## src/rtl/edge_event_pkg.sv

```systemverilog
// Shared definitions for the edge event unit: the per-channel edge-select
// mode field and the helper that decides whether a level change is an event.
package edge_event_pkg;

    // Per-channel edge select: bit 0 enables rising edges, bit 1 falling edges.
    typedef logic [1:0] mode_t;

    localparam mode_t MODE_OFF  = 2'b00;
    localparam mode_t MODE_RISE = 2'b01;
    localparam mode_t MODE_FALL = 2'b10;
    localparam mode_t MODE_BOTH = 2'b11;

    // True when a level change to new_level is selected by mode.
    // A change to 1 is a rise, a change to 0 is a fall.
    function automatic logic edge_qualifies(input mode_t mode, input logic new_level);
        logic rise_en;
        logic fall_en;
        rise_en = |(mode & MODE_RISE);
        fall_en = |(mode & MODE_FALL);
        return new_level ? rise_en : fall_en;
    endfunction

endpackage

```

## src/rtl/edge_event_chan.sv

```systemverilog
// One input channel: synchroniser, debounce counter, accepted level,
// edge qualification against the run-time mode, and the sticky
// pending/overflow flags with write-1-to-clear.
module edge_event_chan
    import edge_event_pkg::*;
#(
    parameter int SYNC_STAGES = 2,
    parameter int DEBOUNCE    = 16
) (
    input  logic  clk_i,
    input  logic  rst_ni,
    input  logic  in_i,
    input  mode_t mode_i,
    input  logic  clear_i,
    output logic  level_o,
    output logic  pulse_o,
    output logic  pending_o,
    output logic  overflow_o,
    output logic  pending_next_o
);

    // The counter must be able to hold DEBOUNCE-1 without wrapping.
    localparam int               CNT_W    = $clog2(DEBOUNCE + 1);
    localparam logic [CNT_W-1:0] CNT_LAST = CNT_W'(DEBOUNCE - 1);
    localparam logic [CNT_W-1:0] CNT_ONE  = CNT_W'(1);

    logic [SYNC_STAGES-1:0] sync_q;
    logic [SYNC_STAGES-1:0] sync_d;
    logic                   sync_s;

    logic [CNT_W-1:0]       cnt_q;
    logic [CNT_W-1:0]       cnt_d;
    logic                   level_q;
    logic                   level_d;
    logic                   level_change;

    logic                   event_hit;
    logic                   pulse_q;
    logic                   pulse_d;
    logic                   pending_q;
    logic                   pending_d;
    logic                   overflow_q;
    logic                   overflow_d;

    // The raw input enters at bit 0 and leaves the chain at the top bit.
    assign sync_d = {sync_q[SYNC_STAGES-2:0], in_i};
    assign sync_s = sync_q[SYNC_STAGES-1];

    // Debounce: count consecutive cycles where the synchronised input
    // disagrees with the accepted level; accept it after DEBOUNCE cycles,
    // and drop the count as soon as the input falls back (glitch rejected).
    always_comb begin
        cnt_d        = cnt_q;
        level_d      = level_q;
        level_change = 1'b0;
        if (sync_s == level_q) begin
            cnt_d = '0;
        end else if (cnt_q == CNT_LAST) begin
            cnt_d        = '0;
            level_d      = sync_s;
            level_change = 1'b1;
        end else begin
            cnt_d = cnt_q + CNT_ONE;
        end
    end

    // Mode is only looked at on the cycle the level actually changes, so a
    // mode write on its own can never create or cancel an event.
    assign event_hit = level_change & edge_qualifies(mode_i, level_d);
    assign pulse_d   = event_hit;

    // Sticky flags: an event always sets pending (it beats a same-cycle
    // clear); an event is only counted as lost when pending was already set
    // and no clear is arriving in the same cycle.
    always_comb begin
        pending_d  = pending_q;
        overflow_d = overflow_q;
        if (event_hit) begin
            pending_d = 1'b1;
        end else if (clear_i) begin
            pending_d = 1'b0;
        end
        if (clear_i) begin
            overflow_d = 1'b0;
        end else if (event_hit && pending_q) begin
            overflow_d = 1'b1;
        end
    end

    // All channel state, cleared asynchronously so reset takes effect at once.
    always_ff @(posedge clk_i or negedge rst_ni) begin
        if (!rst_ni) begin
            sync_q     <= '0;
            cnt_q      <= '0;
            level_q    <= 1'b0;
            pulse_q    <= 1'b0;
            pending_q  <= 1'b0;
            overflow_q <= 1'b0;
        end else begin
            sync_q     <= sync_d;
            cnt_q      <= cnt_d;
            level_q    <= level_d;
            pulse_q    <= pulse_d;
            pending_q  <= pending_d;
            overflow_q <= overflow_d;
        end
    end

    assign level_o        = level_q;
    assign pulse_o        = pulse_q;
    assign pending_o      = pending_q;
    assign overflow_o     = overflow_q;
    assign pending_next_o = pending_d;

endmodule

```

## src/rtl/edge_event_unit.sv

```systemverilog
// Multi-channel edge event unit: one independent edge_event_chan per input,
// plus a registered interrupt that is the OR of all pending flags.
module edge_event_unit
    import edge_event_pkg::*;
#(
    parameter int CHANNELS    = 4,
    parameter int SYNC_STAGES = 2,
    parameter int DEBOUNCE    = 16
) (
    input  logic                  clk,
    input  logic                  rst_n,
    input  logic [CHANNELS-1:0]   in,
    input  logic [2*CHANNELS-1:0] mode,
    input  logic [CHANNELS-1:0]   clear,
    output logic [CHANNELS-1:0]   level,
    output logic [CHANNELS-1:0]   pulse,
    output logic [CHANNELS-1:0]   pending,
    output logic [CHANNELS-1:0]   overflow,
    output logic                  irq
);

    logic [CHANNELS-1:0] pending_next;
    logic                irq_q;
    logic                irq_d;

    for (genvar c = 0; c < CHANNELS; c++) begin : g_chan
        edge_event_chan #(
            .SYNC_STAGES (SYNC_STAGES),
            .DEBOUNCE    (DEBOUNCE)
        ) u_chan (
            .clk_i          (clk),
            .rst_ni         (rst_n),
            .in_i           (in[c]),
            .mode_i         (mode[2*c +: 2]),
            .clear_i        (clear[c]),
            .level_o        (level[c]),
            .pulse_o        (pulse[c]),
            .pending_o      (pending[c]),
            .overflow_o     (overflow[c]),
            .pending_next_o (pending_next[c])
        );
    end

    // Built from the next-state pending bits so irq rises and falls in the
    // same cycle as the pending flags themselves.
    assign irq_d = |pending_next;

    // Interrupt register.
    always_ff @(posedge clk or negedge rst_n) begin
        if (!rst_n) begin
            irq_q <= 1'b0;
        end else begin
            irq_q <= irq_d;
        end
    end

    assign irq = irq_q;

endmodule

```

## config.mk

```make
export PLATFORM = sky130hd
export DESIGN_NAME = edge_event_unit
export DESIGN_NICKNAME = d
export VERILOG_FILES = /design/src/rtl/edge_event_pkg.sv /design/src/rtl/edge_event_chan.sv /design/src/rtl/edge_event_unit.sv
export SDC_FILE = /design/constraint.sdc
export NUM_CORES = 1
export LEC_CHECK = 0
export CORE_UTILIZATION = 55
export DETAILED_ROUTE_END_ITERATION = 10
export DONT_BUFFER_PORTS = 1
export PLACE_DENSITY_LB_ADDON = 0.1
export SETUP_SLACK_MARGIN = 0.3
export SLEW_MARGIN = 30
export SYNTH_ARGS = -nofsm -noshare
export SYNTH_HDL_FRONTEND = slang
export SYNTH_SLANG_ARGS = --single-unit
```

## constraint.sdc

```tcl
create_clock -name clk -period 1.55 [get_ports clk]
set_input_delay 0.0775 -clock clk [delete_from_list [all_inputs] [get_ports clk]]
set_output_delay 0.0775 -clock clk [all_outputs]
set_load 0.05 [all_outputs]
```

; Word level (Yosys, flattened, before mapping)
; Index checks and enable logic that the tools add are counted.
[word_totals]
regBits = 45
inputBits = 18
wordCells = 94
[classes]
n_addsub = 4
bitwise = 4
reduce_logical = 9
eq_ne = 8
n_mux = 44
[ops]
columns = op, count
row1 = $mux W5, 8
row2 = $mux W1, 36
row3 = $add A5 B1 Y5 const B, 4
row4 = $eq A5 B4 Y1 const B, 4
row5 = $reduce_bool A2 Y1, 4
row6 = $and A1 B1 Y1, 4
row7 = $eq A1 B1 Y1, 4
row8 = $logic_and A1 B1 Y1, 4
row9 = $reduce_or A4 Y1, 1

; Logic depth before layout (Yosys ltp)
[depth]
word_depth = 8
mapped_depth = 5
depth_no_buf = 5

; Modules after synthesis
; From an unflattened synthesis, not the netlist that was laid out.
[unflattened]
cells_unflattened = 134
area_unflattened_um2 = 1819.2
[modules_own_cells]
columns = mod, area_each_um2, cells_each, n_inst
row1 = edge_event_chan, 446.7, 33, 4
row2 = edge_event_unit, 32.5, 2, 1

; Worst setup path before layout
; OpenSTA, ideal clock, no wires.
[synth_path]
path_type = reg2reg
startpoint = reg g_chan[2].u_chan.cnt_q[0]
endpoint = reg irq_q, in the netlist irq
arrival_ns = 1.441
path_slack_ns = -0.030
required_ns = 1.411
stages_incl_launch_ff = 6
path_cell_list = dfrtp_1 > ha_1 > nand3_1 > a211oi_2 > a21o_1 > or4_4
[synth_via]
elab_chain_cells = 7
elab_cells_between_ends = 9
[synth_lines]
columns = item, line
row1 = from (decl), edge_event_chan.sv:31  ; logic [CNT_W-1:0] cnt_q;
row2 = from (signal assigned), edge_event_chan.sv:101  ; cnt_q <= cnt_d;
row3 = $eq A5 B4 Y1 *, edge_event_chan.sv:58  ; end else if (cnt_q == CNT_LAST) begin
row4 = $mux W1, edge_event_chan.sv:58
row5 = $mux W1, edge_event_chan.sv:56  ; if (sync_s == level_q) begin
row6 = $mux W1, edge_event_pkg.sv:20  ; return new_level ? rise_en : fall_en;
row7 = $and A1 B1 Y1 *, edge_event_chan.sv:69  ; assign event_hit = level_change & edge_qualifies(mode_i, level_d);
row8 = via g_chan[2].u_chan.event_hit, edge_event_chan.sv:37  ; logic event_hit;
row9 = $mux W1 *, edge_event_chan.sv:78  ; if (event_hit) begin
row10 = via g_chan[2].u_chan.pending_next_o, edge_event_chan.sv:19  ; output logic pending_next_o
row11 = $reduce_or A4 Y1 *, edge_event_unit.sv:46  ; assign irq_d = |pending_next;
row12 = via irq_d, edge_event_unit.sv:24  ; logic irq_d;
row13 = to (signal assigned), edge_event_unit.sv:53  ; irq_q <= irq_d;
row14 = to (decl), edge_event_unit.sv:23  ; logic irq_q;
; Mark *: on every way through the listed nets, which the timed path passes. The rest lies on a longest branch.
; A chain may end at the register's enable or synchronous reset.

; Final worst setup path
[layout_path]
startpoint = reg g_chan[0].u_chan.cnt_q[1]
endpoint = reg irq_q, in the netlist irq
[layout_via]
elab_chain_cells = 7
elab_cells_between_ends = 9
[layout_lines]
columns = item, line
row1 = from (decl), edge_event_chan.sv:31
row2 = from (signal assigned), edge_event_chan.sv:101
row3 = $eq A5 B4 Y1 *, edge_event_chan.sv:58
row4 = $mux W1, edge_event_chan.sv:58
row5 = $mux W1, edge_event_chan.sv:56
row6 = $mux W1, edge_event_pkg.sv:20
row7 = $and A1 B1 Y1 *, edge_event_chan.sv:69
row8 = via g_chan[0].u_chan.event_hit, edge_event_chan.sv:37
row9 = $mux W1 *, edge_event_chan.sv:78
row10 = via g_chan[0].u_chan.pending_next_o, edge_event_chan.sv:19
row11 = $reduce_or A4 Y1 *, edge_event_unit.sv:46
row12 = via irq_d, edge_event_unit.sv:24
; Marked as above.

==> impl_metrics.py <==
metrics = {
    "outcome": {
        "violations": "setup timing",
        "outcome": "finished, violations left",
    },
    "synth": {
        "ys_types": 17,
        "ys_ff_latch": 45,
        "synthArstFlopShare": 1.000,
        "syn_area_per_cell_um2": 12.23,
        "ys_warn_count": 0,
        "syn_nets": 171,
        "synth-edff-count": 0,
        "yosysSeqAreaShare": 0.6181,
        "dominantRegCellSynth": "dfrtp_1",
        "syn_area_um2": 1822,
        "synth_cells": 149,
    },
    "layout": {
        "area_delta_synth_final_pct": 31.80,
        "fin_cells": 232,
        "drive_gt1_frac": 0.3670,
        "mostFrequentLayoutCell": "dfrtp_1",
        "nFillCells": 206,
        "mostFrequentLayoutCells": "45 x dfrtp_1, 31 x buf_4, 15 x nor2_1, 12 x xor2_1, 12 x dlygate4sd3_1",
        "nets": 209,
        "postLayoutCoreUtil": 0.7738,
        "diodes": 0,
    },
    "route": {
        "avgViaCountPerCell": 5.026,
        "wl_per_cell_um": 13.91,
        "drc": 0,
        "drt-initial-drc-count": 48,
        "num_vias": 1166,
        "dr.pass1.iters": 4,
        "dr_wl_met2_mm": 1.637,
        "highest_layer": "met4",
        "met3WireLength_um": 134,
        "drt_wl_total_mm": 3.227,
        "m1WireLength_mm": 1.414,
        "ant_nets": 0,
    },
    "grt": {
        "grt_use_total": 0.1830,
        "grt.overflow.total": 0,
        "grt_pass1_wl_mm": 4.629,
        "grt_pass1_vias": 1117,
        "grt_max_degree": 46,
        "antenna_found_initial": 0,
    },
    "die": {
        "dieArea_um2": 3546,
        "die_width_um": 59.55,
        "io_pins": 35,
        "initial_core_util": 0.5871,
        "core_area_um2": 3103,
        "chipHeight_um": 59.55,
        "rows": 20,
    },
    "place": {
        "dp_cells": 190,
        "hpwl_mm": 1.775,
        "portBuffers": 0,
        "gp_congestion": 0.7077,
        "place_ws_ns": 0.01761,
    },
    "timing": {
        "fin_skew_ns": 0.01372,
        "rsz0062_at_grt": "yes",
        "setup_viol_count_final": 1,
        "hold_viol": 0,
        "worst_pin_slew_ns": 0.5095,
        "setup_slack_ns": -0.02505,
        "slew_headroom": 0.6603,
        "layout_min_cycle_time_ns": 1.575,
        "period_share": 1.016,
        "maxSlewViolCount": 0,
        "max_freq_ghz": 0.6349,
    },
    "clock_tree": {
        "ctsLongestPathBuffers": 2,
        "clk_latency_ns": 0.36,
        "cts.clk_slew.worst_paths_ns": 0.13,
        "cts.sinks": 45,
        "cts_buffers": 5,
        "root_buffer": "clkbuf_4",
        "cts_tree": "yes",
        "h-tree-depth": 2,
    },
    "setup_path": {
        "slowest_stage": "or4_4",
        "cpPeakStageDelay_ns": 0.51,
        "path_buf_inv": 0,
        "start_kind": "flop",
        "cp_max_fo": 3,
        "cp_top_family": "simple AND/OR/NAND/NOR gates",
        "worstPathRequired_ns": 1.79,
        "cp_cell_sequence": "ha_4, nand3_4, a211oi_4, a21o_1, or4_4",
        "end_kind": "flop",
        "critPathKind": "reg -> reg",
        "critical_path_arrival_ns": 1.82,
    },
    "run": {
        "max_cap_violations": 0,
    },
    "power_and_ir_drop": {
        "p_per_area_nw_per_um2": 899.1,
        "cellLeakagePower_nw": 1.214,
        "irDropWorstVdd_mv": 0.5201,
        "total_power_mw": 2.159,
    },
    "hold_path": {
        "hold_path.class": "in -> reg",
    },
}
[cell type report]
type	instances	area [um2]	share of cell area
sequential	45	1126	0.4690
multi-input combinational	81	701.9	0.2923
timing repair buffer	47	406.6	0.1694
clock buffer	7	55.05	0.02293
tap	44	55.05	0.02293
clock inverter	1	30.03	0.01251
inverter	7	26.28	0.01094
[state kept, by name, summed over array words and instances (netlist names)]
register                  flops
g_chan.u_chan.cnt_q          20
g_chan.u_chan.sync_q          8
g_chan.u_chan.level_o         4
g_chan.u_chan.overflow_o      4
g_chan.u_chan.pending_o       4
g_chan.u_chan.pulse_o         4
irq                           1
[worst paths after layout]
kind	start	to	slack [ns]	cells after the start
worst min register to register	g_chan[1].u_chan.sync_q[0]	g_chan[1].u_chan.sync_q[1]	0.37	0
worst max register to register	g_chan[0].u_chan.cnt_q[1]	irq	-0.03	5
worst max-delay path	g_chan[0].u_chan.cnt_q[1]	irq	-0.03	5
worst min-delay path	mode[7]	g_chan[3].u_chan.pulse_o	0.02	3
min in group asynchronous	rst_n	g_chan[1].u_chan.sync_q[1]	0.17	2
max in group asynchronous	rst_n	g_chan[2].u_chan.pulse_o	1.15	2
[layer usage]
layer / vias to the layer above / global-route usage
met5: - / 0
met4: 0 / 0.06977
met1: 571 / 0.2012
met3: 6 / 0.06550
met2: 34 / 0.3226
li1: 555 / -
[where the power goes]
group / switching (mW) / internal [mW]
combinational: 0.0752 / 0.0938
clock: 0.363 / 0.386
sequential: 0.0314 / 1.21
total: 0.470 / 1.69
[through the flow]
step	cell area (um2)	hold slack, ns	setup TNS (ns)
global route	2401	0.001396	-0.04008
finish	2401	0.02482	-0.02505
floorplan	1857	-0.2181	0
CTS	2223	0.005142	0
detailed placement	1889	-0.2170	0
global placement	1889	-0.2173	0
[synthesized netlist by cell type (2+ instances only)]
cell type | n | share of area
inv_1 | 7 | 0.014
nor2_1 | 19 | 0.039
xor2_1 | 12 | 0.058
nand3_1 | 8 | 0.022
o21ai_0 | 4 | 0.011
mux2_2 | 4 | 0.025
a21o_1 | 4 | 0.016
nand3b_1 | 8 | 0.033
dfrtp_1 | 45 | 0.62
and2_1 | 5 | 0.017
a211oi_1 | 2 | 0.0082
a21oi_1 | 4 | 0.011
a211oi_2 | 2 | 0.014
buf_4 | 16 | 0.066
and3_1 | 4 | 0.014
ha_1 | 4 | 0.027
[kinds of logic (layout without fill, tap and decap cells)]
group / Yosys count / count (layout) / share of synthesized area
flip-flops: 45 / 45 / 0.6181
AND/OR/NAND/NOR: 45 / 45 / 0.1312
buffers and inverters: 23 / 62 / 0.08036
AO/OA/AOI/OAI: 16 / 16 / 0.06044
XOR/XNOR: 12 / 12 / 0.05769
adder cells (fa/ha/maj): 4 / 4 / 0.02747
multiplexers: 4 / 4 / 0.02472
[timing repair]
action | CTS | global route
pin swaps | 6 | 4
setup endpoints to repair | 12 | 20
endpoints found under the hold margin | 59 | 1
hold buffers | 12 | 1
setup buffers | 10 | 11
gates resized for setup | 9 | 22
[worst min-delay path, cell delays in order]
cell,delay (ns)
nand3b_1,0.07
a211oi_2,0.08
buf_4,0.13
(Power assumes the default switching activity.)
